**src/rtl/mio_bus_arbiter_pkg.sv**
```systemverilog
// mio_defs: arbiter state encodings and default bus/latency constants
package mio_defs;
  typedef enum logic [1:0] {
    ARB_IDLE = 2'd0,
    ARB_CPU  = 2'd1,
    ARB_VGA  = 2'd2,
    ARB_DONE = 2'd3
  } arb_state_e;
  localparam int ADDR_W_DEF    = 32;
  localparam int DATA_W_DEF    = 32;
  localparam int MEM_LAT_DEF   = 2;
  localparam int VGA_BURST_DEF = 8;
endpackage

```
**src/rtl/mio_wait_counter.sv**
```systemverilog
// mio_wait_counter: counts bus-active cycles of one access; done marks the last one
//   clk, reset (async, active-low), load (clear at grant), en (count while accessing), done
module mio_wait_counter #(
  parameter int MEM_LAT = 2
) (
  input  logic clk,
  input  logic reset,
  input  logic load,
  input  logic en,
  output logic done
);
  localparam int W = MEM_LAT > 1 ? $clog2(MEM_LAT) : 1;
  logic [W-1:0] cnt;
  always_ff @(posedge clk or negedge reset)
    if (!reset) cnt <= '0;
    else if (load) cnt <= '0;
    else if (en) cnt <= cnt + 1'b1;
  assign done = cnt == W'(MEM_LAT - 1);
endmodule

```
**src/rtl/mio_bus_arbiter.sv**
```systemverilog
// mio_bus_arbiter: shares one memory/IO bus between CPU and VGA fetch with fixed-latency accesses
//   clk, reset (async, active-low)
//   cpu_req/cpu_we/cpu_addr/cpu_wdata -> cpu_rdata, MIO_ready (one-cycle completion)
//   vga_req/vga_addr -> vga_rdata, vga_ack (one-cycle completion)
//   mem_ce/mem_we/mem_addr/mem_wdata, mem_rdata: bus side; arb_state: FSM state for debug
//   ARB_STATS_EN adds cpu_stall_cnt (cycles the CPU waits, saturating)
module mio_bus_arbiter
  import mio_defs::*;
#(
  parameter int ADDR_W    = ADDR_W_DEF,
  parameter int DATA_W    = DATA_W_DEF,
  parameter int MEM_LAT   = MEM_LAT_DEF,
  parameter int VGA_BURST = VGA_BURST_DEF
) (
  input  logic              clk,
  input  logic              reset,
  input  logic              cpu_req,
  input  logic              cpu_we,
  input  logic [ADDR_W-1:0] cpu_addr,
  input  logic [DATA_W-1:0] cpu_wdata,
  output logic [DATA_W-1:0] cpu_rdata,
  output logic              MIO_ready,
  input  logic              vga_req,
  input  logic [ADDR_W-1:0] vga_addr,
  output logic [DATA_W-1:0] vga_rdata,
  output logic              vga_ack,
  output logic              mem_ce,
  output logic              mem_we,
  output logic [ADDR_W-1:0] mem_addr,
  output logic [DATA_W-1:0] mem_wdata,
  input  logic [DATA_W-1:0] mem_rdata,
  output logic [1:0]        arb_state
`ifdef ARB_STATS_EN
  ,
  output logic [15:0]       cpu_stall_cnt
`endif
);
  localparam int BW = $clog2(VGA_BURST + 1);
  arb_state_e state, state_nxt;
  logic vga_own, grant_vga, grant_cpu, acc, lat_done;
  logic [BW-1:0] burst_cnt;
  assign acc = state == ARB_CPU || state == ARB_VGA;
  // VGA keeps priority until it has taken VGA_BURST grants in a row over a waiting CPU
  assign grant_vga = state == ARB_IDLE && vga_req && (!cpu_req || burst_cnt < BW'(VGA_BURST));
  assign grant_cpu = state == ARB_IDLE && cpu_req && !grant_vga;
  mio_wait_counter #(.MEM_LAT(MEM_LAT)) u_wait (
    .clk(clk),
    .reset(reset),
    .load(grant_vga || grant_cpu),
    .en(acc),
    .done(lat_done)
  );
  always_ff @(posedge clk or negedge reset)
    if (!reset) state <= ARB_IDLE;
    else state <= state_nxt;
  always_comb
    state_nxt = state == ARB_IDLE ? (grant_vga ? ARB_VGA : grant_cpu ? ARB_CPU : ARB_IDLE) :
                acc ? (lat_done ? ARB_DONE : state) : ARB_IDLE;
  always_comb begin
    arb_state = state;
    MIO_ready = state == ARB_DONE && !vga_own;
    vga_ack   = state == ARB_DONE && vga_own;
  end
  always_ff @(posedge clk or negedge reset)
    if (!reset) begin
      mem_ce    <= 1'b0;
      mem_we    <= 1'b0;
      mem_addr  <= '0;
      mem_wdata <= '0;
      cpu_rdata <= '0;
      vga_rdata <= '0;
      vga_own   <= 1'b0;
      burst_cnt <= '0;
    end else if (grant_vga || grant_cpu) begin
      mem_ce   <= 1'b1;
      mem_we   <= grant_cpu && cpu_we;
      mem_addr <= grant_vga ? vga_addr : cpu_addr;
      vga_own  <= grant_vga;
      if (grant_cpu && cpu_we) mem_wdata <= cpu_wdata;
      burst_cnt <= grant_cpu || !cpu_req ? '0 :
                   burst_cnt == BW'(VGA_BURST) ? burst_cnt : burst_cnt + 1'b1;
    end else if (acc && lat_done) begin
      mem_ce <= 1'b0;
      mem_we <= 1'b0;
      if (vga_own) vga_rdata <= mem_rdata;
      else if (!mem_we) cpu_rdata <= mem_rdata;
    end
`ifdef ARB_STATS_EN
  always_ff @(posedge clk or negedge reset)
    if (!reset) cpu_stall_cnt <= '0;
    else if (cpu_req && !MIO_ready && cpu_stall_cnt != 16'hFFFF) cpu_stall_cnt <= cpu_stall_cnt + 1'b1;
`endif
endmodule
```
**config.mk**
```make
export PLATFORM = sky130hd
export DESIGN_NAME = mio_bus_arbiter
export DESIGN_NICKNAME = d
export VERILOG_FILES = /design/src/rtl/mio_bus_arbiter_pkg.sv /design/src/rtl/mio_wait_counter.sv /design/src/rtl/mio_bus_arbiter.sv
export SDC_FILE = /design/constraint.sdc
export NUM_CORES = 1
export LEC_CHECK = 0
export ABC_CLOCK_PERIOD_IN_PS = 1910
export BUFFER_PORTS_ARGS = -buffer_cell sky130_fd_sc_hd__buf_2
export CORE_AREA = 5 5 123 125
export DETAILED_ROUTE_END_ITERATION = 6
export DIE_AREA = 0 0 128 130
export PLACE_DENSITY = 0.75
export SLEW_MARGIN = 25
export SYNTH_ARGS = -nofsm -noshare
export SYNTH_HDL_FRONTEND = slang
export SYNTH_HIERARCHICAL = 1
export SYNTH_SLANG_ARGS = --single-unit
```
**constraint.sdc**
```tcl
create_clock -name clk -period 1.91 [get_ports clk]
set_input_delay 0.0955 -clock clk [delete_from_list [all_inputs] [get_ports clk]]
set_output_delay 0.0955 -clock clk [all_outputs]
set_load 0.1 [all_outputs]
```
==> impl_metrics.yaml <==
job:
  max_cap_violations: 0
timing:
  whs_ps: 63.0
  setup_slack_ps: -54.9
  max_slew.worst_pin.slew_ps: 525
  drv_slew: 0
  hold_violations: 0
  slew_headroom_pct: 65.3
  finalSetupViolCount: 35
  fin_crit_sh_pct: 103
  tns_ps: -956
  fin_skew_ps: 8.87
  fmax_mhz: 509
  period_minus_slack_ps: 1960
  rsz0062_at_grt: "yes"
floorplanning:
  coreArea_um2: 13800
  io_pins: 267
  die_y_um: 130
  start_util_pct: 41.7
  fp.dieW_um: 128
  rows: 43
  dieArea_um2: 16600
global_route:
  grt_overflow: 0
  grt_use_total_pct: 23.0
  grt_pass1_wl_um: 30100
  grt_pass1_vias: 5802
  grt_max_degree: 67
  antenna_found_initial: 2
setup_path:
  rrSetupSlack_ps: -50
  crit_fanout: 8
  criticalPathCategory: "flip-flop to flip-flop"
  required_ps: 2200
  r2r-start: "arb_state[1]$_DFFE_PN0P_"
  start_kind: "flip-flop"
  crit_start: "arb_state[1]$_DFFE_PN0P_"
  cp.arrival_ps: 2260
  crit_path_end_kind: "flip-flop"
synth:
  synth_edf_count: 0
  ys_ff_latch: 138
  postSynthAreaPerCell_um2: 13.0
  synth_flop_cell: "dfrtp_1"
  yosysSeqAreaShare_pct: 60.1
  syn_area_um2: 5740
  syn-num-nets: 578
  synthDistinctLibCells: 28
  synthArstFlopShare_pct: 100
  netlist_instances: 441
  yosys_warnings: 6
route:
  drtIter0Drc: 346
  drc: 0
  wl_per_cell_um: 19.1
  drt_pass1_iterations: 6
  viasPerCell: 5.10
  ant_nets: 0
  num_vias: 5339
  routed_wirelength_um: 20000
place:
  place_area_um2: 7370
  gp_congestion: 0.866
  hpwl_um: 11900
  io_buffer_count: 266
cts:
  cts_buffers: 17
  cts_tree: "done"
  clock_tree.root_cell: "clkbuf_16"
  htreeDepth: 4
  clk_latency_ps: 410
  clock-sinks: 138
  clockBufferDepth: 2
  clk_pin_slew_ps: 60
cells_and_area:
  n_fill_cell: 942
  area_growth_syn_to_layout_pct: 65.7
  fin_area_um2: 9520
  layout-drive-gt1-share_pct: 50.0
  fin_nets: 988
  final_util_pct: 69.1
outcome:
  violations: "negative setup slack"
  status: "finished with violations"
min_path:
  hold_path.class: "primary input to flip-flop"
  min_from: "cpu_req"
==> cell families (layout without fill, tap and decap cells) <==
| group | after synthesis | in the layout | synth area share [%] |
|---|---|---|---|
| AOI/OAI and AO/OA | 73 | 73 | 7.43 |
| xor gates and xnor gates | 1 | 1 | 0.153 |
| adders and majority gates | 4 | 4 | 0.871 |
| buffers and inverters | 39 | 462 | 3.27 |
| DFF | 138 | 138 | 60.1 |
| muxes | 97 | 97 | 21.0 |
| other | 0 | 2 | 0 |
| and+or+nand+nor | 89 | 89 | 7.19 |
==> cell usage in the layout, fill, tap and decap left out, drive strengths merged, types with 10 or more instances in the layout <==
| cell | netlist | layout |
|---|---|---|
| o21ai | 38 | 38 |
| dlygate4sd3 | 0 | 129 |
| nand3 | 36 | 36 |
| nand2 | 10 | 10 |
| buf | 11 | 291 |
| dfrtp | 138 | 138 |
| clkbuf | 21 | 22 |
| mux2 | 96 | 96 |
| a31oi | 32 | 32 |
| nor2 | 34 | 34 |
==> synthesized netlist by cell type (2+ instances only) <==
master	n	share of area, %
dfrtp_1	138	60
mux2_2	66	13
o21ai_0	37	3.2
nand3_1	36	3.1
nor2_1	34	2.2
a31oi_1	32	3.5
mux2_4	30	7.8
clkbuf_1	21	1.4
nand2_1	10	0.65
inv_1	6	0.39
buf_6	5	0.98
ha_1	4	0.87
buf_1	3	0.20
buf_2	3	0.26
and2_1	2	0.22
nor2b_1	2	0.22
==> layer usage <==
| metal | track usage, % | vias to the layer above | routed length [um] |
|---|---|---|---|
| li1 | - | 2393 | - |
| met1 | 25.9 | 2569 | 7440 |
| met2 | 40.1 | 299 | 10000 |
| met3 | 5.94 | 78 | 1580 |
| met4 | 12.9 | 0 | 932 |
| met5 | 0 | - | 0 |
==> metrics by stage <==
step	setup WS, ps	std cells
after detailed placement	-57.7	874
after CTS	-45.6	1038
after global routing	-84.1	1046
after floorplan	-348	441
final	-54.9	1046
after global placement	-29.2	874
==> critical path, stage by stage (launching register included) <==
cell       delay [ps]
dfrtp_4           430
inv_4              40
ha_4              160
o21ai_4            60
inv_2              50
or4_4             600
clkbuf_16         230
mux2_4            300
==> cell type report <==
cell class,count,area (um^2),share of cell area [%]
timing repair buffer,423,3030,31.8
multi-input combinational,264,2190,23.0
tap,180,225,2.37
clock inverter,13,143,1.50
antenna,2,5.00,0.0526
clock buffer,19,443,4.65
inverter,7,28.8,0.302
sequential,138,3460,36.4
==> path summary, 6_finish.rpt <==
path,endpoint,cells after the start
min in group asynchronous,cpu_rdata[27]$_DFFE_PN0P_,2
worst max-delay path,cpu_rdata[5]$_DFFE_PN0P_,7
max in group asynchronous,arb_state[1]$_DFFE_PN0P_,3
worst min register to register,mem_ce$_DFFE_PN0P_,2
worst max register to register,cpu_rdata[5]$_DFFE_PN0P_,7
worst min-delay path,arb_state[0]$_DFFE_PN0P_,3
==> state kept, by name (all words and copies together) (netlist names) <==
name and flops:
cpu_rdata 32, mem_addr 32, mem_wdata 32, vga_rdata 32, burst_cnt 4, arb_state 2
mem_ce 1, mem_we 1, u_wait/done 1, vga_own 1
==> timing repair <==
| item | 4_1_cts | 5_1_grt |
|---|---|---|
| endpoints found under the setup margin | 34 | 53 |
| hold buffers | 129 | 0 |
| cloned | 2 | 3 |
| pin swaps | 1 | 1 |
| resized for setup | 4 | 21 |
| endpoints found under the hold margin | 172 | 0 |
| buffers inserted | 1 | 3 |
Power is left out: the tool's default activity adds up to more than one toggle a clock period on the data nets, which glitch-free logic cannot reach.
